$ cat config.mk
export PLATFORM = sky130hd
export DESIGN_NAME = tm_master_rob_credit_flat
export DESIGN_NICKNAME = d
export VERILOG_FILES = /design/src/rtl/tm_master_rob_credit_if.sv /design/src/rtl/tm_master_rob_credit.sv /design/src/flat_wrapper.sv
export SDC_FILE = /design/constraint.sdc
export NUM_CORES = 1
export LEC_CHECK = 0
export ABC_CLOCK_PERIOD_IN_PS = 5300
export CORE_UTILIZATION = 27
export CTS_CLUSTER_SIZE = 25
export DETAILED_ROUTE_END_ITERATION = 8
export GPL_ROUTABILITY_DRIVEN = 1
export SYNTH_ARGS = -nofsm -noshare
export SYNTH_HDL_FRONTEND = slang
export SYNTH_SLANG_ARGS = --single-unit
export TNS_END_PERCENT = 50
$ cat constraint.sdc
create_clock -name clk -period 5.3 [get_ports clk]
set_clock_uncertainty 0.15 [all_clocks]
set_input_delay 0.53 -clock clk [delete_from_list [all_inputs] [get_ports clk]]
set_output_delay 0.53 -clock clk [all_outputs]
set_load 0.005 [all_outputs]
$ cat src/rtl/tm_master_rob_credit_if.sv
// Handshake bundle between the master module, the packetizer/depacketizer
// pair and the tag allocator / reorder buffer.
interface tm_master_rob_credit_if #(
    parameter int WIDTH_TAG     = 3,
    parameter int WIDTH_DATA_IN = 36
);
    // Request side
    logic                     send_valid_in;
    logic                     send_ready_in;
    logic                     send_ready_out;
    logic                     send_valid_out;
    logic [WIDTH_TAG-1:0]     send_tag;
    // Response side
    logic                     receive_valid_in;
    logic [WIDTH_TAG-1:0]     receive_tag;
    logic [WIDTH_DATA_IN-1:0] receive_data_in;
    logic                     receive_ready_out;
    logic                     receive_valid_out;
    logic [WIDTH_DATA_IN-1:0] receive_data_out;
    logic                     receive_ready_in;
    // Status
    logic [WIDTH_TAG:0]       outstanding;
    logic                     resp_err;

    // Seen from the reorder buffer itself
    modport slave (
        input  send_valid_in, send_ready_in,
        input  receive_valid_in, receive_tag, receive_data_in, receive_ready_in,
        output send_ready_out, send_valid_out, send_tag,
        output receive_ready_out, receive_valid_out, receive_data_out,
        output outstanding, resp_err
    );

    // Seen from the surrounding logic driving the reorder buffer
    modport master (
        output send_valid_in, send_ready_in,
        output receive_valid_in, receive_tag, receive_data_in, receive_ready_in,
        input  send_ready_out, send_valid_out, send_tag,
        input  receive_ready_out, receive_valid_out, receive_data_out,
        input  outstanding, resp_err
    );
endinterface

$ cat src/rtl/tm_master_rob_credit.sv
// Master-side tag allocator and reorder buffer. Requests get sequential tags
// (the tag pool doubles as the credit pool); out-of-order responses are parked
// per tag and released to the master strictly in issue order.
module tm_master_rob_credit #(
    parameter int NUM_TAGS      = 8,
    parameter int WIDTH_TAG     = 3,
    parameter int WIDTH_DATA_IN = 36
) (
    input  logic clk,
    input  logic preset_full,
    tm_master_rob_credit_if.slave bus
);
    localparam logic [WIDTH_TAG:0] FULL_COUNT = (WIDTH_TAG+1)'(NUM_TAGS);

    logic [WIDTH_TAG-1:0]     head_reg;
    logic [WIDTH_TAG-1:0]     tail_reg;
    logic [WIDTH_TAG:0]       count_reg;
    logic [NUM_TAGS-1:0]      valid_reg;
    logic [NUM_TAGS-1:0]      valid_next;
    logic                     resp_err_reg;
    logic [WIDTH_DATA_IN-1:0] mem [NUM_TAGS];

    logic                     not_full;
    logic                     issue;
    logic                     pop;
    logic [WIDTH_TAG-1:0]     resp_dist;
    logic                     resp_legal;
    logic                     resp_write;
    logic                     resp_bad;

    // A tag is writable only if it lies inside the allocated window
    // [head, head+count) and has not already been answered. The window test
    // uses modular distance so it stays correct across the tag wrap.
    assign not_full   = (count_reg < FULL_COUNT);
    assign issue      = bus.send_valid_in & bus.send_ready_in & not_full & ~preset_full;
    assign pop        = valid_reg[head_reg] & bus.receive_ready_in;
    assign resp_dist  = bus.receive_tag - head_reg;
    assign resp_legal = ({1'b0, resp_dist} < count_reg) & ~valid_reg[bus.receive_tag];
    assign resp_write = bus.receive_valid_in & resp_legal;
    assign resp_bad   = bus.receive_valid_in & ~resp_legal & ~preset_full;

    // Outputs are forced low while reset is held so nothing leaks out mid-reset.
    assign bus.send_ready_out    = bus.send_ready_in & not_full & ~preset_full;
    assign bus.send_valid_out    = bus.send_valid_in & not_full & ~preset_full;
    assign bus.send_tag          = tail_reg;
    assign bus.receive_ready_out = ~preset_full;
    assign bus.receive_valid_out = valid_reg[head_reg];
    assign bus.receive_data_out  = preset_full ? '0 : mem[head_reg];
    assign bus.outstanding       = count_reg;
    assign bus.resp_err          = resp_err_reg;

    // Per-tag valid bit: set by a legal response, cleared when that tag pops.
    // A write and a pop never target the same tag in one cycle.
    generate
        for (genvar gi = 0; gi < NUM_TAGS; gi++) begin : g_valid
            assign valid_next[gi] =
                (resp_write && (bus.receive_tag == WIDTH_TAG'(gi))) ? 1'b1 :
                (pop && (head_reg == WIDTH_TAG'(gi)))               ? 1'b0 :
                valid_reg[gi];
        end
    endgenerate

    // Valid bits register
    always_ff @(posedge clk or posedge preset_full) begin
        if (preset_full) valid_reg <= '0;
        else             valid_reg <= valid_next;
    end

    // Payload storage, written only by legal responses; no reset needed
    always_ff @(posedge clk) begin
        if (resp_write) mem[bus.receive_tag] <= bus.receive_data_in;
    end

    // Head/tail pointers, credit count and sticky error flag
    always_ff @(posedge clk or posedge preset_full) begin
        if (preset_full) begin
            head_reg     <= '0;
            tail_reg     <= '0;
            count_reg    <= '0;
            resp_err_reg <= 1'b0;
        end else begin
            if (issue) tail_reg <= tail_reg + 1'b1;
            if (pop)   head_reg <= head_reg + 1'b1;
            case ({issue, pop})
                2'b10:   count_reg <= count_reg + 1'b1;
                2'b01:   count_reg <= count_reg - 1'b1;
                default: count_reg <= count_reg;
            endcase
            if (resp_bad) resp_err_reg <= 1'b1;
        end
    end
endmodule

$ cat src/flat_wrapper.sv
// flat-port wrapper written by rule: the top's interface ports become plain ports
module tm_master_rob_credit_flat 
#(
    parameter int NUM_TAGS      = 8,
    parameter int WIDTH_TAG     = 3,
    parameter int WIDTH_DATA_IN = 36
)
  (clk, preset_full, bus_send_valid_in, bus_send_ready_in, bus_receive_valid_in, bus_receive_tag, bus_receive_data_in, bus_receive_ready_in, bus_send_ready_out, bus_send_valid_out, bus_send_tag, bus_receive_ready_out, bus_receive_valid_out, bus_receive_data_out, bus_outstanding, bus_resp_err);
  tm_master_rob_credit_if #(.WIDTH_TAG(WIDTH_TAG), .WIDTH_DATA_IN(WIDTH_DATA_IN)) bus_i ();
  input  logic clk;
  input  logic preset_full;
  input wire logic [$bits(bus_i.send_valid_in)-1:0] bus_send_valid_in;
  input wire logic [$bits(bus_i.send_ready_in)-1:0] bus_send_ready_in;
  input wire logic [$bits(bus_i.receive_valid_in)-1:0] bus_receive_valid_in;
  input wire logic [$bits(bus_i.receive_tag)-1:0] bus_receive_tag;
  input wire logic [$bits(bus_i.receive_data_in)-1:0] bus_receive_data_in;
  input wire logic [$bits(bus_i.receive_ready_in)-1:0] bus_receive_ready_in;
  output wire logic [$bits(bus_i.send_ready_out)-1:0] bus_send_ready_out;
  output wire logic [$bits(bus_i.send_valid_out)-1:0] bus_send_valid_out;
  output wire logic [$bits(bus_i.send_tag)-1:0] bus_send_tag;
  output wire logic [$bits(bus_i.receive_ready_out)-1:0] bus_receive_ready_out;
  output wire logic [$bits(bus_i.receive_valid_out)-1:0] bus_receive_valid_out;
  output wire logic [$bits(bus_i.receive_data_out)-1:0] bus_receive_data_out;
  output wire logic [$bits(bus_i.outstanding)-1:0] bus_outstanding;
  output wire logic [$bits(bus_i.resp_err)-1:0] bus_resp_err;
  assign bus_i.send_valid_in = bus_send_valid_in;
  assign bus_i.send_ready_in = bus_send_ready_in;
  assign bus_i.receive_valid_in = bus_receive_valid_in;
  assign bus_i.receive_tag = bus_receive_tag;
  assign bus_i.receive_data_in = bus_receive_data_in;
  assign bus_i.receive_ready_in = bus_receive_ready_in;
  assign bus_send_ready_out = bus_i.send_ready_out;
  assign bus_send_valid_out = bus_i.send_valid_out;
  assign bus_send_tag = bus_i.send_tag;
  assign bus_receive_ready_out = bus_i.receive_ready_out;
  assign bus_receive_valid_out = bus_i.receive_valid_out;
  assign bus_receive_data_out = bus_i.receive_data_out;
  assign bus_outstanding = bus_i.outstanding;
  assign bus_resp_err = bus_i.resp_err;
  tm_master_rob_credit #(.NUM_TAGS(NUM_TAGS), .WIDTH_TAG(WIDTH_TAG), .WIDTH_DATA_IN(WIDTH_DATA_IN)) u_core (.clk(clk), .preset_full(preset_full), .bus(bus_i));
endmodule
==> results.toml <==
[power]
power.density_nw_per_um2 = 490
peakVddDrop_mv = 0.246
p_leak_uw = 0.00489

[timing]
tightest_slew_ps = 972
final-setup-viol-count = 0
relSlewSlack = 0.352
drv_slew = 0
setup_tns_ps = 0
final_hold_viol_count = 0
max_clock_freq_mhz = 248
fin_crit_sh = 0.760
rsz0062_at_grt = "no"
min_period_ps = 4030

[floorplanning]
die_w_um = 215
dieArea_sq_um = 46200
fp-row-count = 77
start_util = 0.275
io-pin-count = 93
die_h_um = 215
fp.coreArea_sq_um = 44500

[cells_and_area]
syn_to_final_growth_pct = 22.1
nets = 801
drive_gt1_frac = 0.210
largest_reg_flops = 288
num_antenna_cells = 0
final_util = 0.336
fill_cells = 4280

[detailed_routing]
ant_nets = 0
drt-pass1-iter-count = 4
vias_per_cell = 4.51
drt_wl_total_um = 27000
drc = 0
vias = 6117
wl_per_cell_um = 19.9
initialDrtViolationCount = 255

[synth]
synth_area_leaders = "edfxtp_1 71%, mux4_2 14%, dfrtp_1 3.9%"
synth_edf_count = 288
synth_area_sq_um = 12200
yosysSeqAreaShare = 0.745
yosys_warnings = 0
synth.most_common_cell = "edfxtp_1"
synth_area_leader_cell = "edfxtp_1"
yosys.area.top_type_share = 0.706
async_flop_share = 0.0619
synthCells = 628
synthDistinctLibCells = 34
ys.flop_type = "edfxtp_1"
ys_ff_latch = 307
synthesis.nets = 688
synth_area_per_cell_sq_um = 19.5
synth_common_cells = "288 x edfxtp_1, 84 x nand2_1, 75 x mux4_2, 37 x a21oi_1, 19 x dfrtp_1"

[global_routing]
grt_pass1_vias = 6730
grt.overflow.total = 0
antenna_found_initial = 1
grt_usage = 0.119
grt_pass1_wl_um = 42000
grt_max_degree = 64

[clocking]
clkTransAtPathRegs_ps = 60
cts.sinks = 307
clk_latency_ps = 500
post_cts_resize_count = 0
htreeDepth = 2
postCtsSetupRepairBufs = 0
cts_root_buffer = "clkbuf_16"
tritoncts = "yes"
cts_buffers = 34
cts_hold_buf = 0
cts_max_path_buffers = 3

[worst_setup_path]
path_max_fanout = 63
path_class = "reg -> out"
worstPathArrival_ps = 3350
endpoint_kind = "primary output"
worst_setup_path_start_kind = "flip-flop"
crit_required_ps = 4620

[hold_path]
hold_path_class = "reg -> reg"

[run]
maxCapViolations = 0

[placed_design]
gp_congestion = 0.741
hpwl_um = 15800
port_buffers = 92

[run_status]
status = "complete, no violations"
[critical path, cell delays in order (launching register included)]
cell	delay, ps
dfrtp_4	620
buf_4	790
mux4_2	360
nand2_1	60
a21oi_1	380
clkdlybuf4s50_1	580
[routing by layer]
metal / wire, um / share of wire / vias up / global-route usage
met5: 11 / 0.00041 / - / 0
li1: - / - / 2733 / -
met3: 1060 / 0.039 / 49 / 0.0204
met1: 11800 / 0.44 / 3199 / 0.154
met4: 578 / 0.021 / 2 / 0.0343
met2: 13500 / 0.50 / 134 / 0.205
[power by group]
| group | switching (uW) | internal (uW) |
|---|---|---|
| Sequential | 129 | 2830 |
| Clock | 917 | 1240 |
| Combinational | 1060 | 1150 |
| Total | 2110 | 5220 |
[kinds of logic after synthesis]
group,share of synthesized area
DFF,0.745
AOI/OAI and AO/OA,0.0276
buffers and inverters,0.0174
adders and majority gates,0.0166
muxes,0.150
and+or+nand+nor,0.0378
xor gates and xnor gates,0.00572
[stage by stage]
step	power, uW	instances	setup WS [ps]	hold WS, ps	instance area (sq um)
3_3_place_gp	5300	1297	1050	319	13900
4_1_cts	7470	1355	1170	341	14900
2_1_floorplan	4470	628	1060	318	12200
3_5_place_dp	5300	1297	1050	335	13900
6_report	7330	1355	1270	327	14900
5_1_grt	7740	1355	1080	362	14900
[final cells by class]
class	instances	area, sq um	share of cell area
inverter	15	56.3	0.00377
multi-input combinational	273	2920	0.195
timing repair buffer	110	1090	0.0728
tap	592	741	0.0496
clock inverter	17	135	0.00904
sequential	307	9130	0.611
clock buffer	41	877	0.0587
[worst paths after layout]
| path | startpoint | to | slack, ps | cells past startpoint |
|---|---|---|---|---|
| min in group asynchronous | preset_full | u_core.bus.resp_err | 370 | 4 |
| min reg2reg | u_core.bus.send_tag[2] | u_core.bus.send_tag[2] | 330 | 1 |
| max in group asynchronous | preset_full | u_core.head_reg[1] | 4380 | 4 |
| max | u_core.head_reg[1] | bus_receive_data_out[2] | 1270 | 5 |
| max reg2reg | u_core.head_reg[1] | u_core.mem[4][16] | 1700 | 10 |
| min | u_core.bus.send_tag[2] | u_core.bus.send_tag[2] | 330 | 1 |
[placed cells by master, fill, tap and decap left out, drive strengths merged]
cell and n:
a31o 2, and2 1, nor3b 3, inv 19
nand2 85, o2111ai 1, fa 2, edfxtp 288
clkinv 10, a21o 1, o21ai 1, o21bai 1
clkbuf 41, bufinv 1, ha 13, a21bo 1
mux2 6, nor2 6, a31oi 2, and3 12
a32o 6, clkdlybuf4s50 91, a41oi 1, xor2 2
mux2i 6, a21oi 37, mux4 75, nand3 2
a211oi 1, buf 19, dfrtp 19, clkinvlp 2
xnor2 6
No activity file was read; power rests on OpenSTA's default activity.
